==> config.mk <==
export PLATFORM = sky130hd
export DESIGN_NAME = clock_mode_sequencer
export DESIGN_NICKNAME = d
export VERILOG_FILES = /design/src/rtl/clock_mode_sequencer.sv
export SDC_FILE = /design/constraint.sdc
export NUM_CORES = 1
export LEC_CHECK = 0
export BUFFER_PORTS_ARGS = -buffer_cell sky130_fd_sc_hd__buf_4
export CORE_MARGIN = 10
export CORE_UTILIZATION = 52
export DETAILED_ROUTE_END_ITERATION = 12
export PLACE_DENSITY = 0.79
export SYNTH_ARGS = -nofsm -noshare
export SYNTH_HDL_FRONTEND = slang
export SYNTH_SLANG_ARGS = --single-unit
==> constraint.sdc <==
create_clock -name clock -period 2.2 [get_ports clock]
set_clock_uncertainty 0.15 [all_clocks]
set_input_delay 0.11 -clock clock [delete_from_list [all_inputs] [get_ports clock]]
set_output_delay 0.11 -clock clock [all_outputs]
set_load 0.005 [all_outputs]
==> src/rtl/clock_mode_sequencer.sv <==
// clock_mode_sequencer
//
// Purpose:
//   Walks a group of clock output nodes through a clock-mode change. On an
//   accepted request it stops every function clock, pulses the reset clocks
//   of the selected nodes for RESET_CYCLES once they are all running, stops
//   the reset clocks again, and then restarts the selected function clocks
//   one at a time in ascending node order with at least STAGGER_CYCLES
//   between a node reporting ready and the next node being enabled. A single
//   mode_entered pulse marks completion.
//
// Ports:
//   clock, reset              single clock, synchronous active-high reset
//   next_mode/next_mode_ready request handshake (ready only while idle)
//   mode_reset_mask           nodes that receive a reset-clock pulse
//   mode_func_mask            nodes whose function clock runs in the new mode
//   mode_entered              one-cycle completion pulse
//   enable_reset_clock        per-node reset-clock enable
//   enable_function_clock     per-node function-clock enable
//   clock_ready_for_reset     per-node reset clock running
//   clock_silent_for_reset    per-node reset clock stopped
//   clock_ready               per-node function clock running
//   clock_silent              per-node function clock stopped
//   busy                      sequence in progress
//   timeout_error             sticky watchdog flag
//
// Configuration:
//   CLOCK_SEQ_TIMEOUT_EN  when defined, each waiting state is bounded by
//                         TIMEOUT_CYCLES; on expiry the sequence is abandoned
//                         with all enables low and timeout_error set. When
//                         undefined, waits are unbounded and timeout_error
//                         is tied low.
//
// All outputs come straight from flops loaded with next-state values, so they
// line up with the state register.

module clock_mode_sequencer #(
  parameter int N_CLOCKS       = 4,
  parameter int RESET_CYCLES   = 8,
  parameter int STAGGER_CYCLES = 2,
  parameter int TIMEOUT_CYCLES = 1024
) (
  input  logic                clock,
  input  logic                reset,
  input  logic                next_mode,
  output logic                next_mode_ready,
  input  logic [N_CLOCKS-1:0] mode_reset_mask,
  input  logic [N_CLOCKS-1:0] mode_func_mask,
  output logic                mode_entered,
  output logic [N_CLOCKS-1:0] enable_reset_clock,
  output logic [N_CLOCKS-1:0] enable_function_clock,
  input  logic [N_CLOCKS-1:0] clock_ready_for_reset,
  input  logic [N_CLOCKS-1:0] clock_silent_for_reset,
  input  logic [N_CLOCKS-1:0] clock_ready,
  input  logic [N_CLOCKS-1:0] clock_silent,
  output logic                busy,
  output logic                timeout_error
);

  localparam int MAX_CNT = (RESET_CYCLES > STAGGER_CYCLES) ? RESET_CYCLES : STAGGER_CYCLES;
  localparam int CNT_W   = $clog2(MAX_CNT + 1);
  localparam int IDX_W   = (N_CLOCKS > 1) ? $clog2(N_CLOCKS) : 1;
  localparam logic [IDX_W-1:0] LAST_IDX = IDX_W'(N_CLOCKS - 1);

  // FUNC_ON is split into scan / wait-for-ready / stagger-gap sub-states.
  typedef enum logic [3:0] {
    S_IDLE,
    S_STOP_FUNC,
    S_RESET_ON,
    S_HOLD,
    S_RESET_OFF,
    S_FUNC_SCAN,
    S_FUNC_WAIT,
    S_FUNC_GAP,
    S_DONE
  } state_t;

  state_t              state_reg, state_next;
  logic [N_CLOCKS-1:0] rmask_reg, rmask_next;
  logic [N_CLOCKS-1:0] fmask_reg, fmask_next;
  logic [CNT_W-1:0]    cnt_reg, cnt_next;
  logic [IDX_W-1:0]    idx_reg, idx_next;
  logic [N_CLOCKS-1:0] erc_reg, erc_next;
  logic [N_CLOCKS-1:0] efc_reg, efc_next;
  logic                entered_reg, busy_reg, ready_reg;
  logic                accept;
  logic                step_idx;

  assign accept = next_mode && (state_reg == S_IDLE);

`ifdef CLOCK_SEQ_TIMEOUT_EN
  localparam int WD_W = $clog2(TIMEOUT_CYCLES + 1);

  logic [WD_W-1:0] wd_reg, wd_next;
  logic            waiting;
  logic            wd_expired;
  logic            timeout_hit;
  logic            terr_reg;

  // Only states that depend on node status can stall indefinitely.
  assign waiting    = state_reg inside {S_STOP_FUNC, S_RESET_ON, S_RESET_OFF, S_FUNC_WAIT};
  assign wd_expired = waiting && (wd_reg == '0);
`else
  logic unused_timeout_cfg;
  assign unused_timeout_cfg = (TIMEOUT_CYCLES == 0);
`endif

  always_comb begin
    state_next = state_reg;
    rmask_next = rmask_reg;
    fmask_next = fmask_reg;
    cnt_next   = cnt_reg;
    idx_next   = idx_reg;
    erc_next   = erc_reg;
    efc_next   = efc_reg;
    step_idx   = 1'b0;
`ifdef CLOCK_SEQ_TIMEOUT_EN
    timeout_hit = 1'b0;
`endif

    case (state_reg)
      S_IDLE: begin
        if (accept) begin
          rmask_next = mode_reset_mask;
          fmask_next = mode_func_mask;
          efc_next   = '0;
          erc_next   = '0;
          state_next = S_STOP_FUNC;
        end
      end
      S_STOP_FUNC: begin
        if (&clock_silent) begin
          if (rmask_reg != '0) begin
            erc_next   = rmask_reg;
            state_next = S_RESET_ON;
          end else begin
            idx_next   = '0;
            state_next = S_FUNC_SCAN;
          end
        end
      end
      S_RESET_ON: begin
        if ((clock_ready_for_reset & rmask_reg) == rmask_reg) begin
          cnt_next   = CNT_W'(RESET_CYCLES - 1);
          state_next = S_HOLD;
        end
      end
      S_HOLD: begin
        if (cnt_reg == '0) begin
          erc_next   = '0;
          state_next = S_RESET_OFF;
        end else begin
          cnt_next = cnt_reg - CNT_W'(1);
        end
      end
      S_RESET_OFF: begin
        if (&clock_silent_for_reset) begin
          idx_next   = '0;
          state_next = S_FUNC_SCAN;
        end
      end
      S_FUNC_SCAN: begin
        // Unselected nodes are skipped one per cycle.
        if (fmask_reg[idx_reg]) begin
          efc_next[idx_reg] = 1'b1;
          state_next        = S_FUNC_WAIT;
        end else begin
          step_idx = 1'b1;
        end
      end
      S_FUNC_WAIT: begin
        if (clock_ready[idx_reg]) begin
          if (STAGGER_CYCLES > 0) begin
            cnt_next   = CNT_W'(STAGGER_CYCLES - 1);
            state_next = S_FUNC_GAP;
          end else begin
            step_idx = 1'b1;
          end
        end
      end
      S_FUNC_GAP: begin
        if (cnt_reg == '0) begin
          step_idx = 1'b1;
        end else begin
          cnt_next = cnt_reg - CNT_W'(1);
        end
      end
      S_DONE: begin
        state_next = S_IDLE;
      end
      default: begin
        state_next = S_IDLE;
      end
    endcase

    // Advance to the next node, or finish after the last one.
    if (step_idx) begin
      if (idx_reg == LAST_IDX) begin
        state_next = S_DONE;
      end else begin
        idx_next   = idx_reg + IDX_W'(1);
        state_next = S_FUNC_SCAN;
      end
    end

`ifdef CLOCK_SEQ_TIMEOUT_EN
    // Expiry only counts while the wait condition is still unmet.
    if (wd_expired && (state_next == state_reg)) begin
      timeout_hit = 1'b1;
      erc_next    = '0;
      efc_next    = '0;
      state_next  = S_IDLE;
    end
`endif
  end

  always_ff @(posedge clock) begin
    if (reset) begin
      state_reg   <= S_IDLE;
      rmask_reg   <= '0;
      fmask_reg   <= '0;
      cnt_reg     <= '0;
      idx_reg     <= '0;
      erc_reg     <= '0;
      efc_reg     <= '0;
      entered_reg <= 1'b0;
      busy_reg    <= 1'b0;
      ready_reg   <= 1'b1;
    end else begin
      state_reg   <= state_next;
      rmask_reg   <= rmask_next;
      fmask_reg   <= fmask_next;
      cnt_reg     <= cnt_next;
      idx_reg     <= idx_next;
      erc_reg     <= erc_next;
      efc_reg     <= efc_next;
      entered_reg <= (state_next == S_DONE);
      busy_reg    <= (state_next != S_IDLE);
      ready_reg   <= (state_next == S_IDLE);
    end
  end

`ifdef CLOCK_SEQ_TIMEOUT_EN
  // Down-counter reloaded on every state change; stops at zero.
  always_comb begin
    wd_next = wd_reg;
    if (state_next != state_reg) begin
      wd_next = WD_W'(TIMEOUT_CYCLES - 1);
    end else if (wd_reg != '0) begin
      wd_next = wd_reg - WD_W'(1);
    end
  end

  always_ff @(posedge clock) begin
    if (reset) begin
      wd_reg   <= '0;
      terr_reg <= 1'b0;
    end else begin
      wd_reg <= wd_next;
      if (timeout_hit) begin
        terr_reg <= 1'b1;
      end else if (accept) begin
        terr_reg <= 1'b0;
      end
    end
  end

  assign timeout_error = terr_reg;
`else
  assign timeout_error = 1'b0;
`endif

  assign next_mode_ready       = ready_reg;
  assign mode_entered          = entered_reg;
  assign enable_reset_clock    = erc_reg;
  assign enable_function_clock = efc_reg;
  assign busy                  = busy_reg;

endmodule
==> impl_metrics.json, run 1 <==
{
  "status": "finished, final reports clean",
  "grt_pass1_wl_um": 7020,
  "cts_made_buffers": 5,
  "worstSkewPairLatency_ns": 0.33,
  "drtIter0Drc": 95,
  "die_area_sq_mm": 0.00549,
  "design_area_sq_mm": 0.00202,
  "drtAntennaViolNets": 0,
  "clockRootBuffer": "clkbuf_4",
  "drive_gt1_frac": 0.256,
  "wl_per_cell_um": 16.4,
  "powerDensity_mw_per_mm2": 537,
  "stdcell_count": 258,
  "first_pass_iters": 4,
  "htreeDepth": 2,
  "grt_max_degree": 27,
  "most-common-layout-cells": "buf_4 (42), dfxtp_1 (28), nor2_1 (20)",
  "dp.cells": 242,
  "worst-setup-path-type": "register to register",
  "slowest_delay_ns": 0.53,
  "core_area_sq_mm": 0.00278,
  "via_per_inst": 5.78,
  "dp_hpwl_um": 3270,
  "rsz0062_at_grt": "no",
  "cp_max_fo": 7,
  "die_w_um": 74.1,
  "final_common_cell": "buf_4",
  "initial_core_util": 0.547,
  "tns_ns": 0,
  "portBuffers": 37,
  "cts_tree": "done",
  "rows": 19,
  "ir_drop_uv": 492,
  "via_count": 1492,
  "ff_latch_area_sq_um": 582,
  "synth_area_sq_mm": 0.00152,
  "critPathArrivalTime_ns": 2.11,
  "chipHeight_um": 74.1,
  "endpoint_kind": "register",
  "hold_path_class": "primary input to register",
  "slowest_stage": "mux4_2",
  "synthDistinctLibCells": 45,
  "post-place-ws_ns": -0.0188,
  "area_growth_pct": 32.7,
  "totalWireLength_um": 4230,
  "finalWorstPathRequiredPeriod_ns": 2.06,
  "cts.sinks": 29,
  "hold_viol_final": 0,
  "diodes": 0,
  "synthFlopType": "dfxtp_1",
  "synthCells": 178,
  "postPlaceCellArea_sq_mm": 0.00183,
  "setup_ws_ns": 0.144,
  "nets": 259,
  "fmax_mhz": 486,
  "clk_pin_slew_worst_paths_ns": 0.08,
  "tightest_slew_ns": 0.653,
  "synth_warnings": 0,
  "pin_count": 39,
  "antenna_found_initial": 0,
  "track_usage": 0.161,
  "synth_fp_nets": 210,
  "post-route-period-util": 0.935,
  "ys_ff_latch": 29,
  "synth_edf_count": 0,
  "gp_congestion": 0.897,
  "multiInputGateArea_sq_um": 895,
  "crit_family": "compound AO/OA/AOI/OAI gates",
  "yosysSeqAreaShare": 0.382,
  "syn_avg_cell_area_sq_um": 8.54,
  "drv_slew": 0,
  "required_ns": 2.25,
  "final_util": 0.725,
  "maxCapViolCount": 0,
  "finalSetupViolCount": 0,
  "synth-async-reset-ratio": 0,
  "grt_pass1_vias": 1526,
  "crit_chain": "mux4_2, and4b_1, a41o_1, o41ai_4, o21ai_0",
  "startpoint_type": "register",
  "drc": 0,
  "path_buf_inv": 0,
  "fillerInstances": 211,
  "grt.overflow.total": 0,
  "relSlewSlack": 0.561,
  "cts_buffer_depth": 2,
  "p_leak_nw": 0.874
}
-- per-layer routing --
layer	routed length, um	global-route usage	vias up
li1	-	-	741
met1	1700	0.179	697
met2	2240	0.278	49
met3	256	0.0505	5
met4	38	0.0621	0
met5	0	0	-
-- synthesized netlist by cell type (2+ instances only) --
| cell type | count | area share |
|---|---|---|
| a211o_1 | 2 | 0.012 |
| a21oi_1 | 16 | 0.053 |
| and3_1 | 3 | 0.012 |
| buf_2 | 2 | 0.0066 |
| clkbuf_1 | 6 | 0.015 |
| dfxtp_1 | 29 | 0.38 |
| ha_1 | 5 | 0.041 |
| inv_1 | 11 | 0.027 |
| mux2_2 | 2 | 0.015 |
| mux2i_1 | 9 | 0.059 |
| nand2_1 | 6 | 0.015 |
| nand2b_1 | 4 | 0.016 |
| nand3_1 | 6 | 0.020 |
| nand3b_1 | 2 | 0.0099 |
| nand4_1 | 2 | 0.0082 |
| nor2_1 | 20 | 0.049 |
| nor2b_1 | 6 | 0.025 |
| nor3_1 | 7 | 0.023 |
| nor4_1 | 2 | 0.0082 |
| o21ai_0 | 9 | 0.030 |
| o2bb2ai_1 | 2 | 0.012 |
| o31ai_1 | 4 | 0.020 |
-- final timing paths --
kind,slack (ns),cells past startpoint,to,startpoint
min reg2reg,0.33,2,enable_reset_clock[0]$_SDFFE_PP0P_,enable_reset_clock[0]$_SDFFE_PP0P_
max,0.14,5,state_reg[0]$_SDFF_PP0_,idx_reg[0]$_SDFF_PP0_
min,0.31,6,state_reg[0]$_SDFF_PP0_,clock_silent_for_reset[1]
max reg2reg,0.14,5,state_reg[0]$_SDFF_PP0_,idx_reg[0]$_SDFF_PP0_
-- cells by family (layout without fill, tap and decap cells) --
family / count (synthesis) / count (layout) / synth area share
flops: 29 / 29 / 0.382
mux: 12 / 12 / 0.0889
other cells: 1 / 1 / 0.00247
compound gates: 45 / 45 / 0.202
buf+inv: 20 / 69 / 0.0535
fa+ha+maj: 5 / 5 / 0.0412
simple gates: 66 / 66 / 0.230
-- worst reg2reg max path, stage by stage, from the launching register on --
cell and delay [ns]:
dfxtp_2 0.40, mux4_2 0.53, and4b_1 0.21, a41o_1 0.23, o41ai_4 0.27, o21ai_0 0.13
-- through the flow --
step | hold WS (ns) | power, mW
global placement | 0.194 | 0.746
finish | 0.307 | 1.08
floorplan | 0.107 | 0.674
CTS | 0.297 | 1.09
detailed placement | 0.208 | 0.754
global route | 0.353 | 1.13
-- power by group --
| part | internal, mW | switching, mW |
|---|---|---|
| Sequential | 0.545 | 0.0162 |
| Clock | 0.150 | 0.172 |
| Combinational | 0.108 | 0.0921 |
-- final cells by class --
cell class | instances | area share
Inverter | 11 | 0.0205
Clock buffer | 7 | 0.0273
Timing Repair Buffer | 51 | 0.201
Tap cell | 31 | 0.0192
Sequential cell | 29 | 0.288
Multi-Input combinational cell | 129 | 0.444
-- repair_timing --
| action | 4_1_cts | 5_1_grt |
|---|---|---|
| hold buffers | 9 | 0 |
| gates resized for setup | 1 | 9 |
| endpoints found under the hold margin | 13 | 0 |
| pin swaps | 0 | 0 |
| endpoints found under the setup margin | 3 | 12 |
| setup buffers | 0 | 0 |
(Power assumes the default switching activity.)
==> run 2: changes to the inputs <==
==> constraint.sdc (replaced) <==
create_clock -name clock -period 2.15 [get_ports clock]
set_clock_uncertainty 0.15 [all_clocks]
set_input_delay 0.1075 -clock clock [delete_from_list [all_inputs] [get_ports clock]]
set_output_delay 0.1075 -clock clock [all_outputs]
set_load 0.005 [all_outputs]
==> run 2 against run 1 <==
Total power grew 3.0%. Worst setup slack lost 0.13 ns. Sequential cell count is the same. Largest power group unchanged. Utilization grew 0.36 points. Global-route usage shrank 0.44 points. Die area is the same. Routed wire length grew 0.50%. Largest cell class unchanged. Register-to-register slack lost 0.13 ns.
==> impl_metrics.json, run 2 (synthesis gave the netlist of run 1 again) <==
{
  "post-route-period-util": 0.994,
  "power_switching_mw": 0.296,
  "fillerInstances": 204,
  "cp_max_fo": 3,
  "via_per_inst": 5.76,
  "hold_path_class": "primary input to register",
  "finalWorstPathRequiredPeriod_ns": 2.14,
  "pin_count": 39,
  "totalWireLength_um": 4250,
  "grt_pass1_wl_um": 6840,
  "slowest_stage": "mux4_2",
  "cts_buffer_depth": 2,
  "finalSetupViolCount": 0,
  "die_w_um": 74.1,
  "p_int_mw": 0.820,
  "grt_max_degree": 27,
  "powerDensity_mw_per_mm2": 551,
  "postPlaceCellArea_sq_mm": 0.00185,
  "initial_core_util": 0.547,
  "most-common-layout-cells": "buf_4 (46), dfxtp_1 (27), nor2_1 (20)",
  "first_pass_iters": 4,
  "ir_drop_uv": 515,
  "maxCapViolCount": 0,
  "p_clk_frac": 0.305,
  "slowest_delay_ns": 0.52,
  "final_common_cell": "buf_4",
  "fmax_mhz": 468,
  "cts.sinks": 29,
  "dp_hpwl_um": 3090,
  "track_usage": 0.156,
  "diodes": 0,
  "cts_made_buffers": 5,
  "comb_power_share": 0.178,
  "nets": 263,
  "clk_pin_slew_worst_paths_ns": 0.09,
  "portBuffers": 37,
  "seq_power_share": 0.518,
  "status": "finished, final reports clean",
  "via_count": 1509,
  "clockRootBuffer": "clkbuf_4",
  "relSlewSlack": 0.562,
  "rsz0062_at_grt": "yes",
  "tightest_slew_ns": 0.651,
  "worstSkewPairLatency_ns": 0.34,
  "drv_slew": 0,
  "core_area_sq_mm": 0.00278,
  "antenna_found_initial": 0,
  "drtIter0Drc": 91,
  "worst-setup-path-type": "register to register",
  "drtAntennaViolNets": 0,
  "critPathArrivalTime_ns": 2.26,
  "crit_chain": "mux4_2, and4b_1, a41o_1, o41ai_4, o211a_1",
  "die_area_sq_mm": 0.00549,
  "final_util": 0.729,
  "drive_gt1_frac": 0.264,
  "endpoint_kind": "register",
  "area_growth_pct": 33.3,
  "p_leak_nw": 0.896,
  "wl_per_cell_um": 16.2,
  "startpoint_type": "register",
  "design_area_sq_mm": 0.00203,
  "drc": 0,
  "swShare": 0.265,
  "required_ns": 2.28,
  "grt_pass1_vias": 1496,
  "gp_congestion": 0.882,
  "whs_ns": 0.276,
  "cts_tree": "done",
  "grt.overflow.total": 0,
  "hold_viol_final": 0,
  "rows": 19,
  "tns_ns": 0,
  "chipHeight_um": 74.1,
  "htreeDepth": 2
}
-- run 2: changes by cell type in the layout (fill, tap and decap cells not counted), sizes merged --
| cell | previous run | this run |
|---|---|---|
| buf | 42 | 46 |
-- run 2: final timing paths --
| check | start | end | slack [ns] | cells after the start |
|---|---|---|---|---|
| worst max-delay path | idx_reg[0]$_SDFF_PP0_ | next_mode_ready$_SDFF_PP1_ | 0.01 | 5 |
| worst min-delay path | clock_silent_for_reset[1] | idx_reg[1]$_SDFF_PP0_ | 0.28 | 6 |
| worst max register to register | idx_reg[0]$_SDFF_PP0_ | next_mode_ready$_SDFF_PP1_ | 0.01 | 5 |
| worst min register to register | enable_reset_clock[2]$_SDFFE_PP0P_ | enable_reset_clock[2]$_SDFFE_PP0P_ | 0.35 | 2 |
-- run 2: critical path: cells and delay by family, from the launching register on --
kind | cells | cell delay [ns]
DFF | 1 | 0.35
muxes | 1 | 0.52
AOI/OAI and AO/OA | 3 | 0.86
and+or+nand+nor | 1 | 0.20
-- run 2: through the flow --
stage          std cells  worst slack (ns)  power (mW)
4_1_cts              260            0.0263        1.12
2_1_floorplan        178             0.183       0.690
5_1_grt              262           -0.0825        1.16
3_5_place_dp         244           -0.0896       0.770
6_report             262            0.0127        1.12
3_3_place_gp         244            0.0659       0.762
-- run 2: power groups by stage --
stage	registers [mW]	logic, mW	clock network, mW
floorplan	0.582	0.108	0
global placement	0.588	0.175	0
detailed placement	0.590	0.180	0
CTS	0.577	0.194	0.346
global route	0.581	0.217	0.362
finish	0.578	0.199	0.340
-- run 2: repair_timing --
action                                  in CTS  in global routing
buffers inserted                             0                  2
endpoints found under the setup margin       3                  6
gates cloned                                 0                  0
hold buffers                                 9                  0
pin swaps                                    0                  1
gates resized for setup                      1                  5
hold endpoints to repair                    11                  0
-- run 2: area by class of cell --
cell class | instances | area, sq um | area share
clock buffers | 7 | 55.1 | 0.0272
inverters | 11 | 41.3 | 0.0204
multi-input cells | 129 | 873 | 0.431
flip-flops and latches | 29 | 583 | 0.288
well taps | 31 | 38.8 | 0.0191
repair buffers | 55 | 435 | 0.215
-- run 2: layer usage --
| layer | track usage | share of wire | vias to the layer above | wire [um] |
|---|---|---|---|---|
| li1 | - | - | 744 | - |
| met1 | 0.164 | 0.38 | 700 | 1600 |
| met2 | 0.283 | 0.54 | 57 | 2300 |
| met3 | 0.0559 | 0.071 | 8 | 300 |
| met4 | 0.0497 | 0.014 | 0 | 59 |
| met5 | 0 | 0 | - | 0 |
==> run 3: changes to the inputs <==
==> constraint.sdc (replaced) <==
create_clock -name clock -period 2.15 [get_ports clock]
set_clock_uncertainty 0.15 [all_clocks]
set_input_delay 0.215 -clock clock [delete_from_list [all_inputs] [get_ports clock]]
set_output_delay 0.215 -clock clock [all_outputs]
set_load 0.005 [all_outputs]
==> run 3 against run 2 <==
Sequential share of layout area grew 0.14 points. Die area unchanged. Critical path depth stayed put. Highest routed layer unchanged. Register-to-register slack hardly changed. Global-route usage hardly changed. Fmax is 0.16% lower.
==> impl_metrics.json, run 3 (synthesis gave the netlist of run 1 again) <==
{
  "crit_start": "idx_reg[0]$_SDFF_PP0_",
  "status": "finished, final reports clean",
  "p_clk_frac": 0.304,
  "dp.cells": 244,
  "hold_path_class": "primary input to register",
  "die_w_um": 74.1,
  "top_layer": "met4",
  "grt.overflow.total": 0,
  "grt_pass1_wl_um": 6830,
  "cts_tree": "done",
  "grt_max_degree": 27,
  "setup_ws_ns": 0.00925,
  "die_area_sq_mm": 0.00549,
  "via_per_inst": 5.76,
  "first_pass_iters": 4,
  "r2r_start": "idx_reg[0]$_SDFF_PP0_",
  "antenna_found_initial": 0,
  "drtIter0Drc": 80,
  "fmax_mhz": 467,
  "cts.sinks": 29,
  "m1WireLength_um": 1640,
  "track_usage": 0.156,
  "tightest_slew_ns": 0.692,
  "totalWireLength_um": 4290,
  "pin_count": 39,
  "whs_ns": 0.0908,
  "startpoint_type": "register",
  "via_count": 1503,
  "nets": 262,
  "critPathArrivalTime_ns": 2.27,
  "drc": 0,
  "dp_hpwl_um": 3090,
  "grt_pass1_vias": 1493,
  "p_leak_nw": 0.891,
  "drtAntennaViolNets": 0,
  "rows": 19,
  "clk_pin_slew_worst_paths_ns": 0.09,
  "crit_path_end": "next_mode_ready$_SDFF_PP1_",
  "power_switching_mw": 0.295,
  "stdcell_count": 261,
  "regToRegEndpoint": "next_mode_ready$_SDFF_PP1_",
  "design_area_sq_mm": 0.00202,
  "route.met2.wl_um": 2320,
  "finalWorstPathRequiredPeriod_ns": 2.14,
  "postPlaceCellArea_sq_mm": 0.00185,
  "swShare": 0.265,
  "most-common-layout-cells": "buf_4 (46), dfxtp_1 (27), nor2_1 (20)",
  "cts_made_buffers": 5,
  "post-route-period-util": 0.996,
  "post-place-ws_ns": -0.0896,
  "core_area_sq_mm": 0.00278,
  "ir_drop_uv": 515,
  "hold_viol_final": 0,
  "cts_buffer_depth": 2,
  "finalPower_mw": 1.11,
  "p_int_mw": 0.819,
  "portBuffers": 37,
  "gp_congestion": 0.882,
  "comb_power_share": 0.177,
  "endpoint_kind": "register",
  "drv_slew": 0,
  "clockRootBuffer": "clkbuf_4",
  "seq_power_share": 0.518,
  "chipHeight_um": 74.1,
  "r2r_slack_ns": 0.009,
  "relSlewSlack": 0.535,
  "diodes": 0,
  "worstSkewPairLatency_ns": 0.33,
  "rr_worst_depth": 5,
  "htreeDepth": 2,
  "final_common_cell": "buf_4",
  "finalSetupViolCount": 0,
  "rsz0062_at_grt": "yes",
  "maxCapViolCount": 0,
  "required_ns": 2.28,
  "powerDensity_mw_per_mm2": 553,
  "initial_core_util": 0.547,
  "drive_gt1_frac": 0.265,
  "area_growth_pct": 32.7,
  "wl_per_cell_um": 16.4,
  "cp_max_fo": 3,
  "worst-setup-path-type": "register to register",
  "met3_length_um": 274
}
## run 3: cell types whose count changed in the layout (fill, tap and decap cells not counted), sizes merged
cell / previous run / this run
dlygate4sd3: 9 / 8
## run 3: worst max-delay path, stage by stage, from the launching register on
cell	delay, ns
dfxtp_2	0.35
mux4_2	0.52
and4b_1	0.20
a41o_1	0.24
o41ai_4	0.41
o211a_1	0.21
## run 3: through the flow
stage,TNS [ns],util
floorplan,0,-
global placement,0,0.665
detailed placement,-0.226,0.665
CTS,0,0.715
global route,-0.233,0.725
finish,0,0.725
## run 3: layout make-up
class                           instances  area [sq um]
Multi-Input combinational cell        129           873
Tap cell                               31          38.8
Timing Repair Buffer                   54           425
Sequential cell                        29           583
Clock buffer                            7          55.1
Fill cell                             205           764
Inverter                               11          41.3
## run 3: how the worst min path moves through the flow
| stage | to | startpoint | slack [ns] | depth (start not counted) |
|---|---|---|---|---|
| after floorplan | fmask_reg[2]$_SDFFE_PP0P_ | mode_func_mask[2] | 0.21 | 2 |
| final | fmask_reg[0]$_SDFFE_PP0P_ | reset | 0.09 | 2 |
| after global routing | fmask_reg[0]$_SDFFE_PP0P_ | reset | 0.11 | 2 |
| after CTS | fmask_reg[0]$_SDFFE_PP0P_ | reset | 0.08 | 2 |
| after global placement | fmask_reg[0]$_SDFFE_PP0P_ | mode_func_mask[0] | 0.30 | 3 |
| after detailed placement | fmask_reg[0]$_SDFFE_PP0P_ | mode_func_mask[0] | 0.31 | 3 |
## run 3: power by group through the flow
stage	Sequential (mW)	Combinational, mW	Clock (mW)
2_1_floorplan	0.582	0.108	0
3_3_place_gp	0.588	0.175	0
3_5_place_dp	0.590	0.180	0
4_1_cts	0.577	0.193	0.346
5_1_grt	0.581	0.215	0.362
6_report	0.578	0.197	0.339
## run 3: repair_timing
action / in CTS / in global routing
hold buffers: 8 / 0
pin swaps: 0 / 1
setup buffers: 0 / 2
resized for setup: 1 / 5
hold endpoints to repair: 8 / 0
endpoints found under the setup margin: 3 / 6
## run 3: routing by layer
layer / global-route usage / up-vias
li1: - / 744
met1: 0.163 / 707
met2: 0.283 / 44
met3: 0.0559 / 8
met4: 0.0497 / 0
met5: 0 / -
